`src/rtl/nn_pkg.sv`:
```
// Shared definitions for the ECG network classification datapath:
// activation width/type, the argmax scan FSM state encoding and the
// ReLU clamp applied to every activation before it is compared.
package nn_pkg;

    // Width of one node activation, matching the dense-layer node outputs.
    localparam int DW = 16;

    // One node activation as produced by the ReLU stage.
    typedef logic [DW-1:0] act_t;

    // Argmax scan controller states.
    typedef enum logic [1:0] {
        IDLE = 2'd0,
        SCAN = 2'd1,
        DONE = 2'd2
    } state_t;

    // Defensive ReLU: a set sign bit is treated as zero, so the remaining
    // DW-1 magnitude bits can be compared as an unsigned number.
    function automatic act_t clamp_relu(input act_t x);
        act_t r;
        if (x[DW-1] == 1'b1) begin
            r = {DW{1'b0}};
        end else begin
            r = x;
        end
        return r;
    endfunction

endpackage

```
`src/rtl/output_argmax.sv`:
```
// Sequential argmax over one frame of ReLU'd node outputs.
// A frame is captured in parallel into a register array, then scanned one
// element per cycle with a single comparator. The winning index/value is
// presented on a registered valid/ready output port. Ties keep the lowest
// index because only a strictly greater element replaces the current best.
module output_argmax
    import nn_pkg::*;
#(
    parameter int NUM_IN = 8,
    parameter int IW     = (NUM_IN > 1) ? $clog2(NUM_IN) : 1
) (
    input  logic                 clk,
    input  logic                 reset,
    input  logic                 in_valid,
    output logic                 in_ready,
    input  logic [NUM_IN*DW-1:0] in_data,
    output logic                 out_valid,
    input  logic                 out_ready,
    output logic [IW-1:0]        class_idx,
    output logic [DW-1:0]        class_val,
    output logic                 busy
);

    // FSM state and scan position
    state_t        state_q, state_d;
    logic [IW-1:0] cnt_q, cnt_d;

    // Running best candidate
    act_t          best_val_q, best_val_d;
    logic [IW-1:0] best_idx_q, best_idx_d;

    // Captured frame
    act_t          buf_q [NUM_IN];
    act_t          buf_d [NUM_IN];

    // Registered outputs
    logic          out_valid_q, out_valid_d;
    logic [IW-1:0] class_idx_q, class_idx_d;
    act_t          class_val_q, class_val_d;
    logic          in_ready_q, in_ready_d;
    logic          busy_q, busy_d;

    // Handshake and scan helpers
    logic          accept_s;
    logic          last_s;
    act_t          scan_elem_s;

    assign accept_s = in_valid & in_ready_q & (state_q == IDLE);
    assign last_s   = (cnt_q == IW'(NUM_IN - 1));

    generate
        if (NUM_IN > 1) begin : g_multi
            // Select the clamped element currently under the comparator.
            always_comb begin
                scan_elem_s = clamp_relu(buf_q[cnt_q]);
            end
        end else begin : g_single
            // Single-element frames never scan; tie the comparator input off.
            always_comb begin
                scan_elem_s = clamp_relu(buf_q[0]);
            end
        end
    endgenerate

    // State, datapath and output registers with synchronous reset.
    always_ff @(posedge clk) begin
        if (reset) begin
            state_q     <= IDLE;
            cnt_q       <= {IW{1'b0}};
            best_val_q  <= {DW{1'b0}};
            best_idx_q  <= {IW{1'b0}};
            out_valid_q <= 1'b0;
            class_idx_q <= {IW{1'b0}};
            class_val_q <= {DW{1'b0}};
            in_ready_q  <= 1'b0;
            busy_q      <= 1'b0;
            for (int k = 0; k < NUM_IN; k++) begin
                buf_q[k] <= {DW{1'b0}};
            end
        end else begin
            state_q     <= state_d;
            cnt_q       <= cnt_d;
            best_val_q  <= best_val_d;
            best_idx_q  <= best_idx_d;
            out_valid_q <= out_valid_d;
            class_idx_q <= class_idx_d;
            class_val_q <= class_val_d;
            in_ready_q  <= in_ready_d;
            busy_q      <= busy_d;
            for (int k = 0; k < NUM_IN; k++) begin
                buf_q[k] <= buf_d[k];
            end
        end
    end

    // Next-state logic: capture, scan NUM_IN-1 further elements, then hold
    // the result until the consumer takes it.
    always_comb begin
        state_d = state_q;
        case (state_q)
            IDLE: begin
                if (accept_s) begin
                    if (NUM_IN == 1) begin
                        state_d = DONE;
                    end else begin
                        state_d = SCAN;
                    end
                end else begin
                    state_d = IDLE;
                end
            end
            SCAN: begin
                if (last_s) begin
                    state_d = DONE;
                end else begin
                    state_d = SCAN;
                end
            end
            DONE: begin
                if (out_ready) begin
                    state_d = IDLE;
                end else begin
                    state_d = DONE;
                end
            end
            default: begin
                state_d = IDLE;
            end
        endcase
    end

    // Datapath: frame capture in IDLE, compare/update of the best candidate
    // in SCAN. The buffer is only written on an accepted frame.
    always_comb begin
        cnt_d      = cnt_q;
        best_val_d = best_val_q;
        best_idx_d = best_idx_q;
        for (int k = 0; k < NUM_IN; k++) begin
            buf_d[k] = buf_q[k];
        end
        case (state_q)
            IDLE: begin
                if (accept_s) begin
                    for (int k = 0; k < NUM_IN; k++) begin
                        buf_d[k] = in_data[k*DW +: DW];
                    end
                    best_val_d = clamp_relu(in_data[DW-1:0]);
                    best_idx_d = {IW{1'b0}};
                    if (NUM_IN == 1) begin
                        cnt_d = {IW{1'b0}};
                    end else begin
                        cnt_d = IW'(1);
                    end
                end else begin
                    cnt_d = cnt_q;
                end
            end
            SCAN: begin
                if (scan_elem_s > best_val_q) begin
                    best_val_d = scan_elem_s;
                    best_idx_d = cnt_q;
                end else begin
                    best_val_d = best_val_q;
                    best_idx_d = best_idx_q;
                end
                if (last_s) begin
                    cnt_d = {IW{1'b0}};
                end else begin
                    cnt_d = cnt_q + IW'(1);
                end
            end
            DONE: begin
                cnt_d = {IW{1'b0}};
            end
            default: begin
                cnt_d = {IW{1'b0}};
            end
        endcase
    end

    // Output register inputs, all derived from the next state so that every
    // port is a flop and no in_*/out_ready path reaches an output in-cycle.
    always_comb begin
        class_idx_d = class_idx_q;
        class_val_d = class_val_q;
        out_valid_d = (state_d == DONE);
        in_ready_d  = (state_d == IDLE);
        busy_d      = (state_d != IDLE);
        if ((state_d == DONE) && (state_q != DONE)) begin
            class_idx_d = best_idx_d;
            class_val_d = best_val_d;
        end else begin
            class_idx_d = class_idx_q;
            class_val_d = class_val_q;
        end
    end

    assign in_ready  = in_ready_q;
    assign out_valid = out_valid_q;
    assign class_idx = class_idx_q;
    assign class_val = class_val_q;
    assign busy      = busy_q;

endmodule

```
`config.mk`:
```
export PLATFORM = sky130hd
export DESIGN_NAME = output_argmax
export DESIGN_NICKNAME = d
export VERILOG_FILES = /design/src/rtl/nn_pkg.sv /design/src/rtl/output_argmax.sv
export SDC_FILE = /design/constraint.sdc
export NUM_CORES = 1
export LEC_CHECK = 0
export ABC_CLOCK_PERIOD_IN_PS = 5300
export CELL_PAD_IN_SITES_DETAIL_PLACEMENT = 1
export CELL_PAD_IN_SITES_GLOBAL_PLACEMENT = 1
export CORE_MARGIN = 5
export CORE_UTILIZATION = 40
export CTS_CLUSTER_DIAMETER = 40
export CTS_CLUSTER_SIZE = 20
export DETAILED_ROUTE_END_ITERATION = 8
export PLACE_DENSITY = 0.81
export SLEW_MARGIN = 20
export SYNTH_ARGS = -nofsm -noshare
export SYNTH_HDL_FRONTEND = slang
export SYNTH_SLANG_ARGS = --single-unit
export TNS_END_PERCENT = 5
```
`constraint.sdc`:
```
create_clock -name clk -period 5.3 [get_ports clk]
set_input_delay 1.06 -clock clk [delete_from_list [all_inputs] [get_ports clk]]
set_output_delay 1.06 -clock clk [all_outputs]
set_load 0.03 [all_outputs]
```
**After elaboration in Yosys (flattened, before gate mapping)**

Memories as Yosys holds them, arrays and structs flattened. A register that Yosys moved wholly into a read port is not among the register bits.
Index checks and enable logic that the tools add are counted.

- Flip-flop bits (word level): 46
- Bits in writable memories: 128
- Input port bits: 132
- Output and inout port bits: 22
- Word-level logic and storage cells: 65
- Memories kept: 1

- $add $sub $neg: 1
- Order comparisons: 1
- Eq/ne operators: 8
- Mux-type cells: 30
- Bitwise gates (word level): 10
- Reductions and logical operators: 5

Memories:

| name | depth | width | rd ports | clocked after Yosys merged registers in | wr ports | line | source |
|---|---|---|---|---|---|---|---|
| buf_q | 8 | 16 | 1 | 1 | 8 | output_argmax.sv:33 | `act_t buf_q [NUM_IN];` |

Operator list:

| kind | count |
|---|---|
| $mux W128 | 2 |
| $mux W16 | 10 |
| $pmux W16 S2 | 1 |
| $mux W15 | 2 |
| $mux W3 | 6 |
| $gt A15 B16 Y1 | 1 |
| $pmux W3 S2 | 2 |
| $or A1 B1 Y1 | 8 |
| $ne A2 B2 Y1 const B | 3 |
| $pmux W2 S3 | 1 |
| $eq A2 B2 Y1 const B | 2 |
| $logic_not A2 Y1 | 2 |
| $mux W1 | 4 |
| $mux W2 | 2 |
| $add A3 B1 Y3 const B | 1 |
| $eq A3 B3 Y1 const B | 1 |
| $reduce_and A3 Y1 | 1 |
| $and A1 B1 Y1 | 2 |
| $eq A2 B1 Y1 const B | 1 |
| $reduce_bool A2 Y1 | 1 |
| $logic_and A1 B1 Y1 | 1 |
| $ne A1 B1 Y1 const B | 1 |

**Logic depth before layout (Yosys ltp)**

Gate-level depths: netlist of run 1.

- Depth in word-level cells: 6
- Depth in mapped cells: 14
- Gate-level depth less buffers: 11

**Least setup slack after synthesis of run 1**

Ideal clock, no wire load.

- Path type: input-to-reg
- Start point: in in_valid
- End point: reg class_idx_q[1], in the netlist class_idx[1]
- Setup time: 0.127 ns
- Data arrival time: 4.711 ns
- Required time: 5.173 ns
- Setup slack: 0.462 ns
- Stages on the path: 7
- Buffers on the path: 0
- Cells stage by stage: nand2_1 or3_1 nor2b_1 inv_1 nor2_1 o211ai_1 nand3_1

- Cells in the longest elaborated chain, start to end: 6
- Elaborated cells between the ends (all ways): 8
- Those cells by class: 1 x eq/ne; 4 x mux; 2 x bitwise; 1 x reduce/logical

Ends and longest elaborated chain:

| element | line | source |
|---|---|---|
| start: declaration | output_argmax.sv:14 | `input logic in_valid,` |
| $and A1 B1 Y1 (*) (2 in series) | output_argmax.sv:48 | `assign accept_s = in_valid & in_ready_q & (state_q == IDLE);` |
| $mux W1 | output_argmax.sv:102 | `if (accept_s) begin` |
| $pmux W2 S3 | output_argmax.sv:100 | `case (state_q)` |
| $eq A2 B2 Y1 | output_argmax.sv:189 | `if ((state_d == DONE) && (state_q != DONE)) begin` |
| $logic_and A1 B1 Y1 | output_argmax.sv:189 |  |
| end signal: assignment | output_argmax.sv:73 | `class_idx_q <= {IW{1'b0}};` |
| end signal: assignment | output_argmax.sv:86 | `class_idx_q <= class_idx_d;` |
| end: declaration | output_argmax.sv:38 | `logic [IW-1:0] class_idx_q, class_idx_d;` |

Mark *: on every way between the ends. The rest lies on a longest branch, timed or not.
A chain may end at the register's enable or synchronous reset.

==> results of run 1 <==
[metal layers]
| metal | global-route usage | routed length, µm | vias to the layer above | part of all wire |
|---|---|---|---|---|
| met2 | 0.302 | 10600 | 173 | 0.48 |
| met5 | 0 | 25 | - | 0.0011 |
| met1 | 0.247 | 9690 | 2884 | 0.44 |
| li1 | - | - | 2756 | - |
| met4 | 0.0488 | 284 | 4 | 0.013 |
| met3 | 0.0518 | 1370 | 26 | 0.062 |
[registers in the layout (all words and copies together) (netlist names), named ones only]
signal / flops
state_q: 2
best_val_q: 16
in_ready: 1
best_idx_q: 3
cnt_q: 3
class_idx: 3
busy: 1
class_val: 16
out_valid: 1
buf_q: 128
[layout make-up]
cell class | count | area share
flip-flops and latches | 177 | 0.449
multi-input cells | 421 | 0.303
repair buffers | 166 | 0.152
clock buffers | 17 | 0.0396
well taps | 275 | 0.0320
clock inverters | 15 | 0.0132
inverters | 30 | 0.0107
diodes | 1 | 0.000233
[synthesized netlist by cell type (all sizes together), types with 17 or more instances]
cell type	instances	area [µm²]
edfxtp	128	3840
nor2b	34	213
nand3	18	90.1
nor2	49	184
dfxtp	49	981
o21ai	18	90.1
nor4	17	121
mux4	32	721
and2	99	619
inv	26	97.6
buf	18	96.4
nand2	32	120
ha	17	213
clkbuf	30	114
a21oi	18	90.1
[final timing paths]
| check | endpoint | slack (ns) | depth (start not counted) |
|---|---|---|---|
| worst max-delay path | best_val_q[5] | 1.10 | 12 |
| worst min-delay path | class_val[15] | 0.46 | 2 |
| worst min register to register | class_val[15] | 0.46 | 2 |
| worst max register to register | best_val_q[5] | 1.10 | 12 |
[power groups by stage]
stage | combinational [µW] | clock, µW | sequential [µW]
CTS | 568 | 1230 | 1620
floorplan | 349 | 0 | 1640
detailed placement | 564 | 0 | 1650
global placement | 554 | 0 | 1650
finish | 566 | 1210 | 1620
global route | 619 | 1300 | 1630
[metrics by stage]
stage	cell area, µm²	cells	setup WS (ns)
after CTS	10700	1101	1.09
after detailed placement	10200	1069	1.15
after floorplan	8390	676	0.462
after global placement	10200	1069	1.27
final	10800	1102	1.10
after global routing	10800	1102	0.820
[worst reg2reg max path: cells and delay by family (launching register included)]
family                   cells  cell delay, ns
AND/OR/NAND/NOR              5            1.40
multiplexers                 2            0.67
flip-flops                   1            0.67
AO/OA/AOI/OAI                1            0.29
buffers and inverters        3            0.76
adder cells (fa/ha/maj)      1            0.31
[logic make-up (layout without fill, tap and decap cells)]
family                   Yosys count  in the layout  share of synthesized area
buffers and inverters             78            228                     0.0385
flip-flops                       177            177                      0.575
multiplexers                      48             48                      0.109
AND/OR/NAND/NOR                  265            265                      0.174
AO/OA/AOI/OAI                     91             91                     0.0783
adder cells (fa/ha/maj)           17             17                     0.0253
other                              0              1                          0
==> flow_summary.json, run 1 <==
{
  "maxCapViolations": 0,
  "p_leak_uw": 0.00382,
  "gp_congestion": 0.815,
  "worstPathArrival_ns": 4.52,
  "cts_buffers": 17,
  "die-area_um2": 24000,
  "tritoncts": "done",
  "final_max_slew_viol_count": 0,
  "clk_latency_ns": 0.43,
  "vias_per_cell": 5.30,
  "coreArea_um2": 20800,
  "clk_pin_slew_worst_paths_ns": 0.07,
  "synth_edf_count": 128,
  "ys_types": 44,
  "required_ns": 5.61,
  "port_buffers": 153,
  "dieWidth_um": 155,
  "postRouteAntennaNets": 0,
  "hp-start": "class_val[15]",
  "rows": 53,
  "areaGrowthSynthToFinish_pct": 28.1,
  "combPwrFrac": 0.166,
  "rsz0062_at_grt": "false",
  "ys.flop_type": "edfxtp_1",
  "gr-total-overflow": 0,
  "dr.pass1.iters": 5,
  "synth-seq-area-share": 0.575,
  "wirelength_um": 21900,
  "clkPwrFrac": 0.356,
  "power_density_nw_per_um2": 316,
  "start_util": 0.403,
  "p_sw_uw": 942,
  "setup_viol": 0,
  "postSynthAreaPerCell_um2": 12.4,
  "vias": 5843,
  "seqPwrFrac": 0.477,
  "skew_ns": 0.0105,
  "mostFrequentLayoutCell": "clkdlybuf4s50_1",
  "post-route-util": 0.516,
  "layout_common_cells": "152 x clkdlybuf4s50_1, 128 x edfxtp_1, 97 x and2_1, 48 x nor2_1, 47 x dfxtp_1",
  "drive_above_1_share": 0.132,
  "drt_iter0_drc": 363,
  "switching_share": 0.277,
  "finalCritPeriodShare": 0.793,
  "grt_pass1_wl_um": 34300,
  "cts-root-buf": "clkbuf_16",
  "synth-warning-count": 0,
  "grtUsageTotal": 0.186,
  "outcome": "finished, final reports clean",
  "ctsResizeCount": 0,
  "hold_viol_final": 0,
  "worst_slew_pin_slew_ns": 1.16,
  "cts_max_path_buffers": 2,
  "slowest_delay_ns": 0.67,
  "wl_per_cell_um": 19.9,
  "finalSetupTns_ns": 0,
  "drcViolationCount": 0,
  "holdBufCountCts": 0,
  "intPower_uw": 2460,
  "critical_path_class": "reg -> reg",
  "die_y_um": 155,
  "cts.sinks": 177,
  "startpoint_type": "flop",
  "synth_cells": 676,
  "max_slew_margin": 0.223,
  "grt_max_degree": 84,
  "dpl.hpwl_um": 16000,
  "cts_setup_buffers": 0,
  "fillers": 2170,
  "cts_max_level": 4,
  "grt_pass1_vias": 6168,
  "multiInputGateArea_um2": 3260,
  "ir_worst_vdd_uv": 212,
  "boundaryPins": 154,
  "synth_area_um2": 8390,
  "critical-path-top-delay-family": "simple AND/OR/NAND/NOR gates",
  "max_freq_mhz": 238,
  "critPathBufInv": 3,
  "grt_antenna_before_repair": 3,
  "holdWs_ns": 0.463,
  "synthArstFlopShare": 0,
  "synth_fp_nets": 825,
  "ys_seq_elements": 177,
  "crit_path_frequent_cell": "buf_4",
  "seq_area_um2": 4830,
  "finalNetCount": 962,
  "period_minus_slack_ns": 4.20,
  "cp_slowest_cell": "dfxtp_2",
  "critPathMaxFanout": 18,
  "crit_path_end_kind": "flop",
  "fin_total_pwr_uw": 3400,
  "min_path_type": "reg -> reg",
  "cp_cell_sequence": "buf_4 > mux4_2 > mux2_2 > nand2_1 > inv_2 > ha_1 > nand4_1 > nor4_4 > and2_0 > buf_4 > nor4_1 > a311o_1"
}
(Power assumes the default switching activity.)
==> inputs of run 2 (changes only) <==
--- a/config.mk
+++ b/config.mk
@@ -5,15 +5,15 @@
 export SDC_FILE = /design/constraint.sdc
 export NUM_CORES = 1
 export LEC_CHECK = 0
-export ABC_CLOCK_PERIOD_IN_PS = 5300
+export ABC_CLOCK_PERIOD_IN_PS = 3510
 export CELL_PAD_IN_SITES_DETAIL_PLACEMENT = 1
 export CELL_PAD_IN_SITES_GLOBAL_PLACEMENT = 1
 export CORE_MARGIN = 5
-export CORE_UTILIZATION = 40
+export CORE_UTILIZATION = 38
 export CTS_CLUSTER_DIAMETER = 40
 export CTS_CLUSTER_SIZE = 20
 export DETAILED_ROUTE_END_ITERATION = 8
-export PLACE_DENSITY = 0.81
+export PLACE_DENSITY = 0.8
 export SLEW_MARGIN = 20
 export SYNTH_ARGS = -nofsm -noshare
 export SYNTH_HDL_FRONTEND = slang
==> constraint.sdc (replaced) <==
create_clock -name clk -period 3.51 [get_ports clk]
set_input_delay 0.702 -clock clk [delete_from_list [all_inputs] [get_ports clk]]
set_output_delay 0.702 -clock clk [all_outputs]
set_load 0.03 [all_outputs]
==> flow_summary.json, run 2 (synthesis gave the netlist of run 1 again) <==
{
  "p_leak_uw": 0.00405,
  "mostFrequentLayoutCell": "clkdlybuf4s50_1",
  "rows": 54,
  "post-route-util": 0.515,
  "hold_viol_final": 0,
  "grt_antenna_before_repair": 0,
  "cts-root-buf": "clkbuf_16",
  "grt_pass1_vias": 6158,
  "gp_congestion": 0.821,
  "drt_iter0_drc": 396,
  "outcome": "finished, final reports clean",
  "finalSetupTns_ns": 0,
  "required_ns": 3.82,
  "tritoncts": "done",
  "r2r-end": "best_val_q[9]",
  "largest_register_ff_count": 128,
  "cts_buffers": 17,
  "power_density_nw_per_um2": 472,
  "critPathMaxFanout": 16,
  "grt_max_degree": 51,
  "hp-start": "class_val[15]",
  "finalNetCount": 996,
  "drcViolationCount": 0,
  "clk_pin_slew_worst_paths_ns": 0.07,
  "max_freq_mhz": 298,
  "dpl.hpwl_um": 16700,
  "min_path_type": "reg -> reg",
  "layout_common_cells": "152 x clkdlybuf4s50_1, 128 x edfxtp_1, 98 x and2_1, 47 x nor2_1, 47 x dfxtp_1",
  "largest-register": "buf_q",
  "grtUsageTotal": 0.185,
  "dr.pass1.iters": 5,
  "critical_path_class": "reg -> reg",
  "crit_path_end_kind": "flop",
  "worst_slew_pin_slew_ns": 0.922,
  "final_max_slew_viol_count": 0,
  "grt_pass1_wl_um": 35300,
  "skew_ns": 0.0115,
  "wl_per_cell_um": 20.3,
  "setup_viol": 0,
  "hold_depth": 2,
  "postRouteAntennaNets": 0,
  "ir_worst_vdd_uv": 328,
  "max_slew_margin": 0.385,
  "drive_above_1_share": 0.175,
  "worstPathArrival_ns": 3.66,
  "reg2reg_depth": 13,
  "boundaryPins": 154,
  "cts.sinks": 177,
  "coreArea_um2": 21800,
  "wirelength_um": 23200,
  "worst-r2r-setup-slack_ns": 0.15,
  "period_minus_slack_ns": 3.36,
  "die_y_um": 159,
  "areaGrowthSynthToFinish_pct": 33.6,
  "startpoint_type": "flop",
  "hold_path_end": "class_val[15]",
  "die-area_um2": 25200,
  "cts_max_level": 4,
  "gr-total-overflow": 0,
  "cts_max_path_buffers": 2,
  "diodes": 0,
  "start_util": 0.386,
  "clk_latency_ns": 0.43,
  "dieWidth_um": 159,
  "vias_per_cell": 5.24,
  "port_buffers": 153,
  "design_area_um2": 11200,
  "finalCritPeriodShare": 0.956,
  "maxCapViolations": 0,
  "place_area_um2": 10500,
  "vias": 5968
}
run 2: changes by cell type in the layout (fill, tap and decap cells not counted), sizes merged:
cell      change
buf          +34
clkbuf        +3
bufinv        +2
inv           -7
diode         -1
clkinvlp      +1
run 2: what timing repair did:
item | 4_1_cts | 5_1_grt
pin swaps | 1 | 2
hold buffers | 0 | 0
hold endpoints to repair | 0 | 0
setup endpoints to repair | 2 | 32
gates resized for setup | 3 | 17
setup buffers | 1 | 13
run 2: cell type report:
cell class | count | area, µm²
clock buffer | 20 | 437
clock inverter | 11 | 116
fill | 2235 | 10500
inverter | 30 | 116
multi-input combinational | 421 | 3330
sequential | 177 | 4830
tap | 280 | 350
timing repair buffer | 200 | 2030
run 2: critical path, cell delays in order (launching register included):
cell	delay, ns
dfxtp_2	0.34
buf_12	0.17
mux4_2	0.53
mux2_2	0.29
nand2_1	0.12
clkinv_1	0.11
ha_1	0.31
nand4_1	0.18
nor2_1	0.19
o2bb2ai_2	0.17
a211o_1	0.18
nand2_1	0.09
buf_4	0.20
a311o_1	0.36
run 2: per-layer routing:
layer	GRT usage	up-vias	share of wire
li1	-	2824	-
met1	0.255	2899	0.43
met2	0.294	217	0.48
met3	0.0435	28	0.070
met4	0.0544	0	0.019
met5	0	-	0
run 2: report_power, final:
part	switching (µW)	internal [µW]	leakage (µW)
Sequential	58.1	2380	0.00174
Clock	783	1040	0.000257
Combinational	542	489	0.00205
Total	1380	3910	0.00405
run 2: worst max-delay path by stage:
stage | slack (ns) | cells after the start | start | endpoint
floorplan | 0.009 | 4 | in_valid | buf_q[0][0]
global placement | 0.14 | 14 | flop | class_idx[0]
detailed placement | -0.004 | 13 | flop | class_idx[0]
CTS | 0.006 | 14 | flop | best_val_q[9]
global route | -0.02 | 13 | flop | class_val[2]
finish | 0.15 | 13 | flop | best_val_q[9]
run 2: metrics by stage:
stage	setup slack, ns	std cells	hold WS [ns]	power, µW
floorplan	0.00866	676	0.454	2990
finish	0.154	1139	0.461	5290
global route	-0.0196	1139	0.489	5490
global placement	0.136	1094	0.446	3410
CTS	0.00603	1126	0.467	5270
detailed placement	-0.00392	1094	0.458	3440
==> inputs of run 3 (changes only) <==
--- a/config.mk
+++ b/config.mk
@@ -13,7 +13,7 @@
 export CTS_CLUSTER_DIAMETER = 40
 export CTS_CLUSTER_SIZE = 20
 export DETAILED_ROUTE_END_ITERATION = 8
-export PLACE_DENSITY = 0.8
+export PLACE_DENSITY_LB_ADDON = 0.12
 export SLEW_MARGIN = 20
 export SYNTH_ARGS = -nofsm -noshare
 export SYNTH_HDL_FRONTEND = slang
==> flow_summary.json, run 3 (synthesis gave the netlist of run 1 again) <==
{
  "clk_pin_slew_worst_paths_ns": 0.08,
  "cp_cell_sequence": "buf_12 > mux4_2 > mux2_2 > nand2_2 > inv_2 > ha_1 > nand4_1 > nor4_4 > buf_4 > a211oi_4 > buf_6 > buf_12 > nor4_4 > o41ai_1",
  "cts-root-buf": "clkbuf_16",
  "largest_register_ff_count": 128,
  "mostFrequentLayoutCell": "clkdlybuf4s50_1",
  "intPower_uw": 3910,
  "hold_path_end": "class_val[15]",
  "setup_viol": 1,
  "layout_common_cells": "152 x clkdlybuf4s50_1, 128 x edfxtp_1, 98 x and2_1, 47 x nor2_1, 47 x dfxtp_1",
  "hold_viol_final": 0,
  "period_minus_slack_ns": 3.54,
  "grt_antenna_before_repair": 0,
  "rows": 54,
  "wl_per_cell_um": 21.5,
  "cts.sinks": 177,
  "holdWs_ns": 0.460,
  "pre_cts_ws_ns": -0.0921,
  "drive_above_1_share": 0.204,
  "dieWidth_um": 159,
  "worstPathArrival_ns": 3.85,
  "cts_buffers": 17,
  "seqPwrFrac": 0.442,
  "gp_congestion": 0.881,
  "startpoint_type": "flop",
  "coreArea_um2": 21800,
  "drt_iter0_drc": 454,
  "die-area_um2": 25200,
  "dr.pass1.iters": 4,
  "ir_worst_vdd_uv": 244,
  "grt_max_degree": 97,
  "power_density_nw_per_um2": 484,
  "grt_pass1_vias": 6602,
  "min_path_type": "reg -> reg",
  "grtUsageTotal": 0.193,
  "grt_pass1_wl_um": 36600,
  "holdBufCountCts": 0,
  "critPathMaxFanout": 11,
  "failed_checks": "setup timing",
  "drcViolationCount": 0,
  "cp_slowest_cell": "mux4_2",
  "reg2reg_depth": 14,
  "tritoncts": "done",
  "start_util": 0.386,
  "crit_path_end_kind": "flop",
  "cts_max_level": 4,
  "vias_per_cell": 5.37,
  "clk_latency_ns": 0.44,
  "critical-path-top-delay-family": "simple AND/OR/NAND/NOR gates",
  "areaGrowthSynthToFinish_pct": 36.0,
  "cts_max_path_buffers": 2,
  "hold_depth": 2,
  "dpl.hpwl_um": 16900,
  "largest-register": "buf_q",
  "critical_path_class": "reg -> reg",
  "postRouteAntennaNets": 0,
  "required_ns": 3.82,
  "finalNetCount": 995,
  "port_buffers": 153,
  "clkPwrFrac": 0.342,
  "fin_ws_ns": -0.0287,
  "worst_slew_pin_slew_ns": 1.00,
  "max_freq_mhz": 283,
  "die_y_um": 159,
  "worst-r2r-setup-slack_ns": -0.03,
  "p_leak_uw": 0.00410,
  "finalCritPeriodShare": 1.01,
  "gr-total-overflow": 0,
  "wirelength_um": 24500,
  "critPathBufInv": 5,
  "boundaryPins": 154,
  "outcome": "complete, but fails checks",
  "rsz0062_at_grt": "true",
  "skew_ns": 0.0129,
  "max_slew_margin": 0.330,
  "p_sw_uw": 1610,
  "hp-start": "class_val[15]",
  "combPwrFrac": 0.216,
  "maxCapViolations": 0,
  "switching_share": 0.291,
  "final_max_slew_viol_count": 0,
  "slowest_delay_ns": 0.50,
  "diodes": 0,
  "vias": 6119,
  "r2r-end": "class_idx[0]"
}
[run 3: cell count changes in the layout (fill, tap and decap cells not counted), sizes merged]
cell / change
clkbuf: -1
bufinv: -2
clkinvlp: -3
buf: -3
inv: +10
clkinv: -1
[run 3: repair_timing]
item | CTS | global route
gates resized for setup | 2 | 49
pin swaps | 2 | 10
endpoints found under the setup margin | 30 | 33
buffers inserted | 1 | 16
cloned | 0 | 3
[run 3: layer usage]
layer,share of wire,up-vias,GRT usage,routed length (µm)
met2,0.52,174,0.338,12700
li1,-,2823,-,-
met1,0.41,3091,0.238,10100
met4,0.021,0,0.0581,520
met3,0.053,31,0.0459,1300
met5,0,-,0,0
[run 3: how the worst max path moves through the flow]
stage	depth (start not counted)	startpoint	endpoint	slack [ns]
global route	15	flop	best_val_q[10]	-0.12
detailed placement	13	flop	best_val_q[10]	-0.09
finish	14	flop	class_idx[0]	-0.03
global placement	14	flop	class_val[9]	0.06
CTS	14	flop	best_val_q[10]	0.0007
floorplan	4	in_valid	buf_q[0][0]	0.009
[run 3: cell type report]
type / count / area (µm²)
clock inverter: 15 / 159
clock buffer: 17 / 425
timing repair buffer: 199 / 2060
tap: 280 / 350
fill: 2213 / 10300
sequential: 177 / 4830
multi-input combinational: 421 / 3460
inverter: 30 / 116
[run 3: power by group through the flow]
| stage | clock network [µW] | registers (µW) | logic, µW |
|---|---|---|---|
| 5_1_grt | 2020 | 2450 | 1270 |
| 3_3_place_gp | 0 | 2480 | 963 |
| 4_1_cts | 1930 | 2440 | 1010 |
| 2_1_floorplan | 0 | 2470 | 528 |
| 6_report | 1890 | 2440 | 1190 |
| 3_5_place_dp | 0 | 2490 | 990 |
[run 3: tightest hold or removal path, stage by stage (launching register included)]
cell	delay [ns]
dfxtp_1	0.32
nand2_1	0.05
a21oi_1	0.05
[run 3: per-stage QoR]
step | power [µW] | utilization | instance area, µm² | std cells | setup TNS [ns]
detailed placement | 3480 | 0.479 | 10400 | 1087 | -1.27
finish | 5520 | 0.524 | 11400 | 1139 | -0.0287
CTS | 5370 | 0.506 | 11000 | 1120 | 0
global placement | 3440 | 0.479 | 10400 | 1087 | 0
global route | 5740 | 0.524 | 11400 | 1139 | -1.96
floorplan | 2990 | - | 8400 | 676 | 0
